## src/rtl/pc_npc_if.sv

```systemverilog
// Control-unit <-> PC/nPC unit bundle: retire/branch/trap requests in,
// program-counter state and mode flags out.
interface pc_npc_if #(
  parameter int unsigned WIDTH = 32
);
  logic             advance;
  logic             br_taken;
  logic             annul;
  logic [WIDTH-1:0] target;
  logic             trap;
  logic [WIDTH-1:0] trap_vector;
  logic             ret;
  logic             ret_mode;
  logic [WIDTH-1:0] pc;
  logic [WIDTH-1:0] npc;
  logic [WIDTH-1:0] saved_pc;
  logic [WIDTH-1:0] saved_npc;
  logic             delay_slot;
  logic             in_trap;
  logic             error;

  modport master (
    output advance, br_taken, annul, target, trap, trap_vector, ret, ret_mode,
    input  pc, npc, saved_pc, saved_npc, delay_slot, in_trap, error
  );

  modport slave (
    input  advance, br_taken, annul, target, trap, trap_vector, ret, ret_mode,
    output pc, npc, saved_pc, saved_npc, delay_slot, in_trap, error
  );
endinterface

```

## src/rtl/pc_npc_unit.sv

```systemverilog
// SPARC PC/nPC register pair: delayed control transfer with annul, trap
// entry/return with saved PC/nPC, and a halting error mode on nested traps.
module pc_npc_unit #(
  parameter int unsigned      WIDTH    = 32,
  parameter int unsigned      INC      = 4,
  parameter logic [WIDTH-1:0] RESET_PC = '0
) (
  input  logic     clk,
  input  logic     reset,
  pc_npc_if.slave  bus
);

  typedef enum logic [1:0] {RUN, DELAY, TRAP, ERROR} state_t;

  state_t           state_p0, state_nxt;
  logic [WIDTH-1:0] pc_p0, npc_p0, spc_p0, snpc_p0;
  logic [WIDTH-1:0] pc_nxt, npc_nxt, spc_nxt, snpc_nxt;

  // Address plus n instructions, silently wrapping modulo 2^WIDTH.
  function automatic logic [WIDTH-1:0] fwd(input logic [WIDTH-1:0] a,
                                           input int unsigned      n);
    return a + WIDTH'(n * INC);
  endfunction

  // A trap handler keeps its mode across ordinary advances.
  function automatic state_t settle(input state_t cur, input state_t want);
    return (cur == TRAP) ? TRAP : want;
  endfunction

  always_comb begin
    state_nxt = state_p0;
    pc_nxt    = pc_p0;
    npc_nxt   = npc_p0;
    spc_nxt   = spc_p0;
    snpc_nxt  = snpc_p0;
    if (state_p0 == ERROR) begin
      state_nxt = ERROR;
    end else if (bus.trap) begin
      if (state_p0 == TRAP) begin
        state_nxt = ERROR;
      end else begin
        spc_nxt   = pc_p0;
        snpc_nxt  = npc_p0;
        pc_nxt    = bus.trap_vector;
        npc_nxt   = fwd(bus.trap_vector, 1);
        state_nxt = TRAP;
      end
    end else if (bus.advance && bus.ret && state_p0 == TRAP) begin
      if (bus.ret_mode) begin
        pc_nxt  = snpc_p0;
        npc_nxt = fwd(snpc_p0, 1);
      end else begin
        pc_nxt  = spc_p0;
        npc_nxt = snpc_p0;
      end
      state_nxt = RUN;
    end else if (bus.advance) begin
      unique case ({bus.br_taken, bus.annul})
        2'b00: begin
          pc_nxt    = npc_p0;
          npc_nxt   = fwd(npc_p0, 1);
          state_nxt = settle(state_p0, RUN);
        end
        2'b10: begin
          pc_nxt    = npc_p0;
          npc_nxt   = bus.target;
          state_nxt = settle(state_p0, DELAY);
        end
        2'b11: begin
          pc_nxt    = bus.target;
          npc_nxt   = fwd(bus.target, 1);
          state_nxt = settle(state_p0, RUN);
        end
        default: begin
          pc_nxt    = fwd(npc_p0, 1);
          npc_nxt   = fwd(npc_p0, 2);
          state_nxt = settle(state_p0, RUN);
        end
      endcase
    end
  end

  // ---- register stage p0 ----
  always_ff @(posedge clk) begin
    if (reset) begin
      state_p0 <= RUN;
      pc_p0    <= RESET_PC;
      npc_p0   <= fwd(RESET_PC, 1);
      spc_p0   <= '0;
      snpc_p0  <= '0;
    end else begin
      state_p0 <= state_nxt;
      pc_p0    <= pc_nxt;
      npc_p0   <= npc_nxt;
      spc_p0   <= spc_nxt;
      snpc_p0  <= snpc_nxt;
    end
  end

  assign bus.pc         = pc_p0;
  assign bus.npc        = npc_p0;
  assign bus.saved_pc   = spc_p0;
  assign bus.saved_npc  = snpc_p0;
  assign bus.delay_slot = (state_p0 == DELAY);
  assign bus.in_trap    = (state_p0 == TRAP);
  assign bus.error      = (state_p0 == ERROR);

endmodule

```

## src/flat_wrapper.sv

```systemverilog
// flat-port wrapper written by rule: the top's interface ports become plain ports
module pc_npc_unit_flat 
#(
  parameter int unsigned      WIDTH    = 32,
  parameter int unsigned      INC      = 4,
  parameter logic [WIDTH-1:0] RESET_PC = '0
)
  (clk, reset, bus_advance, bus_br_taken, bus_annul, bus_target, bus_trap, bus_trap_vector, bus_ret, bus_ret_mode, bus_pc, bus_npc, bus_saved_pc, bus_saved_npc, bus_delay_slot, bus_in_trap, bus_error);
  pc_npc_if #(.WIDTH(WIDTH)) bus_i ();
  input  logic clk;
  input  logic reset;
  input wire logic [$bits(bus_i.advance)-1:0] bus_advance;
  input wire logic [$bits(bus_i.br_taken)-1:0] bus_br_taken;
  input wire logic [$bits(bus_i.annul)-1:0] bus_annul;
  input wire logic [$bits(bus_i.target)-1:0] bus_target;
  input wire logic [$bits(bus_i.trap)-1:0] bus_trap;
  input wire logic [$bits(bus_i.trap_vector)-1:0] bus_trap_vector;
  input wire logic [$bits(bus_i.ret)-1:0] bus_ret;
  input wire logic [$bits(bus_i.ret_mode)-1:0] bus_ret_mode;
  output wire logic [$bits(bus_i.pc)-1:0] bus_pc;
  output wire logic [$bits(bus_i.npc)-1:0] bus_npc;
  output wire logic [$bits(bus_i.saved_pc)-1:0] bus_saved_pc;
  output wire logic [$bits(bus_i.saved_npc)-1:0] bus_saved_npc;
  output wire logic [$bits(bus_i.delay_slot)-1:0] bus_delay_slot;
  output wire logic [$bits(bus_i.in_trap)-1:0] bus_in_trap;
  output wire logic [$bits(bus_i.error)-1:0] bus_error;
  assign bus_i.advance = bus_advance;
  assign bus_i.br_taken = bus_br_taken;
  assign bus_i.annul = bus_annul;
  assign bus_i.target = bus_target;
  assign bus_i.trap = bus_trap;
  assign bus_i.trap_vector = bus_trap_vector;
  assign bus_i.ret = bus_ret;
  assign bus_i.ret_mode = bus_ret_mode;
  assign bus_pc = bus_i.pc;
  assign bus_npc = bus_i.npc;
  assign bus_saved_pc = bus_i.saved_pc;
  assign bus_saved_npc = bus_i.saved_npc;
  assign bus_delay_slot = bus_i.delay_slot;
  assign bus_in_trap = bus_i.in_trap;
  assign bus_error = bus_i.error;
  pc_npc_unit #(.WIDTH(WIDTH), .INC(INC), .RESET_PC(RESET_PC)) u_core (.clk(clk), .reset(reset), .bus(bus_i));
endmodule
```

## config.mk

```make
export PLATFORM = sky130hd
export DESIGN_NAME = pc_npc_unit_flat
export DESIGN_NICKNAME = d
export VERILOG_FILES = /design/src/rtl/pc_npc_if.sv /design/src/rtl/pc_npc_unit.sv /design/src/flat_wrapper.sv
export SDC_FILE = /design/constraint.sdc
export NUM_CORES = 1
export LEC_CHECK = 0
export CAP_MARGIN = 20
export CORE_ASPECT_RATIO = 1.2
export CORE_MARGIN = 2
export CORE_UTILIZATION = 53
export DETAILED_ROUTE_END_ITERATION = 6
export PLACE_DENSITY = 0.78
export SLEW_MARGIN = 20
export SYNTH_ARGS = -nofsm -noshare
export SYNTH_HDL_FRONTEND = slang
export SYNTH_SLANG_ARGS = --single-unit
export TNS_END_PERCENT = 20
```

## constraint.sdc

```tcl
create_clock -name clk -period 2.7 [get_ports clk]
set_input_delay 0.405 -clock clk [delete_from_list [all_inputs] [get_ports clk]]
set_output_delay 0.405 -clock clk [all_outputs]
set_load 0.01 [all_outputs]
```

==> run metrics, run 1 <==
Routability Congestion 1.07; total iterations of the first detailed-routing run 6; Die Wd about 130 um; routed via count about 13,000; synthesized area per cell just over 7 sq um; final worst clock skew between 0.01 and 0.015 ns; FMAX approximately 390 MHz; Final Slew Violations 0; met3 Use GR about an eighth; most area-consuming cells after synthesis dfxtp_1, nand2_1, xnor2_1, a21oi_1, nor2_1; PwrDens 480 nW/um^2; Comb pwr share roughly 29%; crit path time final roughly 2.6 ns; vias per cell between 6 and 7; io pins between 200 and 250; initial antenna violation count 0; Crit Path Class reg -> reg; share of layout cells above drive strength 1 around 14%; diodes inserted 0; Post-DP HPWL roughly 34 mm; Distinct cells, synth 73; Hold Fails Final Rpt 0; multi-input gate area in the final layout approximately 6600 sq um; internal power about 4.2 mW; Crit. End Element flop; number of warnings issued by yosys 0; outcome finished, final reports clean; flop and latch count out of synthesis 130; clock tree buffer depth 2; first-pass GRT wire length slightly below 70 mm; clock power share 37.0%; Post-Synthesis Cells between 1,000 and 1,500; Max H-tree Level 4; critical path arrival between 2 and 3 ns; DRC Markers 0; final instance area 13,400 sq um; Tot Pwr between 6 and 7 mW; pre-CTS WS -0.112 ns; setup_tns 0 ns; Sw Share roughly a third; DP Area 12,800 sq um; Critical Path Start u_core.bus.npc[3]; CP Max Fanout 4; wirelength, routed between 40 and 50 mm; Inst Count DP 1,837; Post-synth EDFFs 0; Die Span Y roughly 150 um; Final Setup Violations 0; die area about 20,000 sq um; count leader, synth nand2_1; Psw around 2.3 mW; measured slew at the worst slew-check pin 0.757 ns; Congestion Overflow GR 0; Worst Path Required about 3 ns; CTS tree built; Most Crowded Layer GR met2; clock latency on the worst-skew pair around 0.43 ns; Port Buf Inserts 202; Reg2Reg Depth 9; Starting Density between 50% and 60%; Max VDD drop approximately 0.47 mV; RSZ-0062 raised after global routing no; largest net degree at the start of global routing between 60 and 70; Storage cell area approximately 2600 sq um; R2R Path End u_core.bus.pc[15]; Post-CTS Hold Buffers 0; P_leak 4.78 nW; routed length per instance ~25 um; Critical Path Sink u_core.bus.pc[15]; Layout fillers roughly 1,400; max-cap violations 0; R2R Setup Slk approximately 0.12 ns; RR Startpoint u_core.bus.npc[3]; Final Non-Filler Cells 1,869; Seq pwr share approximately a third; net count after synthesis approximately 1,400; Synth Flop Type dfxtp_1; register area share after synthesis a little over a quarter; worst hold slack 0.443 ns; clock sink total between 100 and 150; met2 usage just under 70%; routing usage on met1 between 60% and 70%; Core Util, Final 73.8%; fin nets between 1,500 and 2,000; DR iter-0 viols ~2,000; area delta synth->final 36.3%; crit path launch type flop; Netlist Area Pre-Place roughly 9800 sq um; vias in the first global route 11,600; period utilization a little over nine tenths; Worst Setup Slack, final about 0.12 ns; area leader, netlist dfxtp_1; Total GRT Usage between 40% and 50%; core box area between 15,000 and 20,000 sq um; post-synth top area share about a quarter; Slew HR around 49%; async set-reset flop share out of synthesis 0%; Reg clk slew, reported paths ~0.07 ns; Root Driver clkbuf_16; TritonCTS Buffers 17; Antenna Nets Post-Route 0; Hold WC Path Type in -> reg; Rows 54; top cells by count, synth nand2_1, dfxtp_1, a21oi_1, nor2_1, xnor2_1
[power by group through the flow]
stage	sequential, mW	clock (mW)	combinational [mW]
final	2.21	2.39	1.84
after global routing	2.22	2.46	1.92
after CTS	2.20	2.37	1.77
after detailed placement	2.24	0	1.76
after global placement	2.24	0	1.74
after floorplan	2.27	0	0.810
[per-layer routing]
metal	share of wire [%]	vias up
met3	15	190
met1	38	5885
met5	0	-
met2	43	1159
met4	5.0	0
li1	-	5519
[flip-flops by register name, summed over array words and instances (netlist names)]
signal / flops
u_core.bus.npc: 32
u_core.state_p0: 2
u_core.bus.pc: 32
u_core.bus.saved_npc: 32
u_core.bus.saved_pc: 32
[worst max-delay path, cell delays in order, from the launching register on]
cell and delay (ns):
dfxtp_1 0.39, ha_1 0.20, nand2_1 0.14, nor4_1 0.43, mux2i_1 0.17, a2111oi_0 0.60
buf_4 0.21, a2111oi_1 0.05, buf_4 0.17, nor3_1 0.14
[layout by cell type (no fill, tap or decap), drive strengths merged, types with 39 or more instances in the layout]
master / Yosys / routed
a211oi: 39 / 39
a21oi: 127 / 127
buf: 33 / 171
clkdlybuf4s50: 0 / 197
dfxtp: 130 / 130
nand2: 229 / 229
nand3: 53 / 53
nand4: 52 / 52
nor2: 106 / 106
nor3: 46 / 46
o21ai: 58 / 58
xnor2: 77 / 77
[how the worst min path moves through the flow]
stage	startpoint	to	slack (ns)	cells after the start
final	reset	u_core.bus.npc[1]	0.44	2
after global routing	reset	u_core.bus.saved_pc[21]	0.47	2
after CTS	reset	u_core.bus.npc[1]	0.42	2
after detailed placement	u_core.bus.pc[4]	u_core.bus.saved_pc[4]	0.46	2
after global placement	u_core.bus.pc[6]	u_core.bus.saved_pc[6]	0.46	2
after floorplan	u_core.bus.pc[14]	u_core.bus.saved_pc[14]	0.49	2
[cell families after synthesis]
| group | after synthesis | share of synthesized area (%) |
|---|---|---|
| mux | 39 | 4.17 |
| simple gates | 597 | 29.7 |
| flops | 130 | 26.4 |
| compound gates | 360 | 23.3 |
| buf+inv | 134 | 6.95 |
| xor+xnor | 99 | 8.81 |
| fa+ha+maj | 5 | 0.635 |
[layout make-up]
| class | count | share of cell area [%] |
|---|---|---|
| Clock inverter | 14 | 1.07 |
| Inverter | 15 | 0.420 |
| Timing Repair Buffer | 368 | 24.7 |
| Sequential cell | 130 | 19.4 |
| Tap cell | 224 | 2.09 |
| Multi-Input combinational cell | 1100 | 49.1 |
| Clock buffer | 18 | 3.27 |
[repair_timing]
item                       4_1_cts  5_1_grt
resized for setup                0        2
setup endpoints to repair        0        2
buffers inserted                 0        0
(Power assumes the default switching activity.)
==> run 2, diff against run 1 <==
--- a/config.mk
+++ b/config.mk
@@ -5,7 +5,6 @@
 export SDC_FILE = /design/constraint.sdc
 export NUM_CORES = 1
 export LEC_CHECK = 0
-export CAP_MARGIN = 20
 export CORE_ASPECT_RATIO = 1.2
 export CORE_MARGIN = 2
 export CORE_UTILIZATION = 53
==> results of run 2 <==
No change in the layout: final DEF, timing and power equal those of run 1.
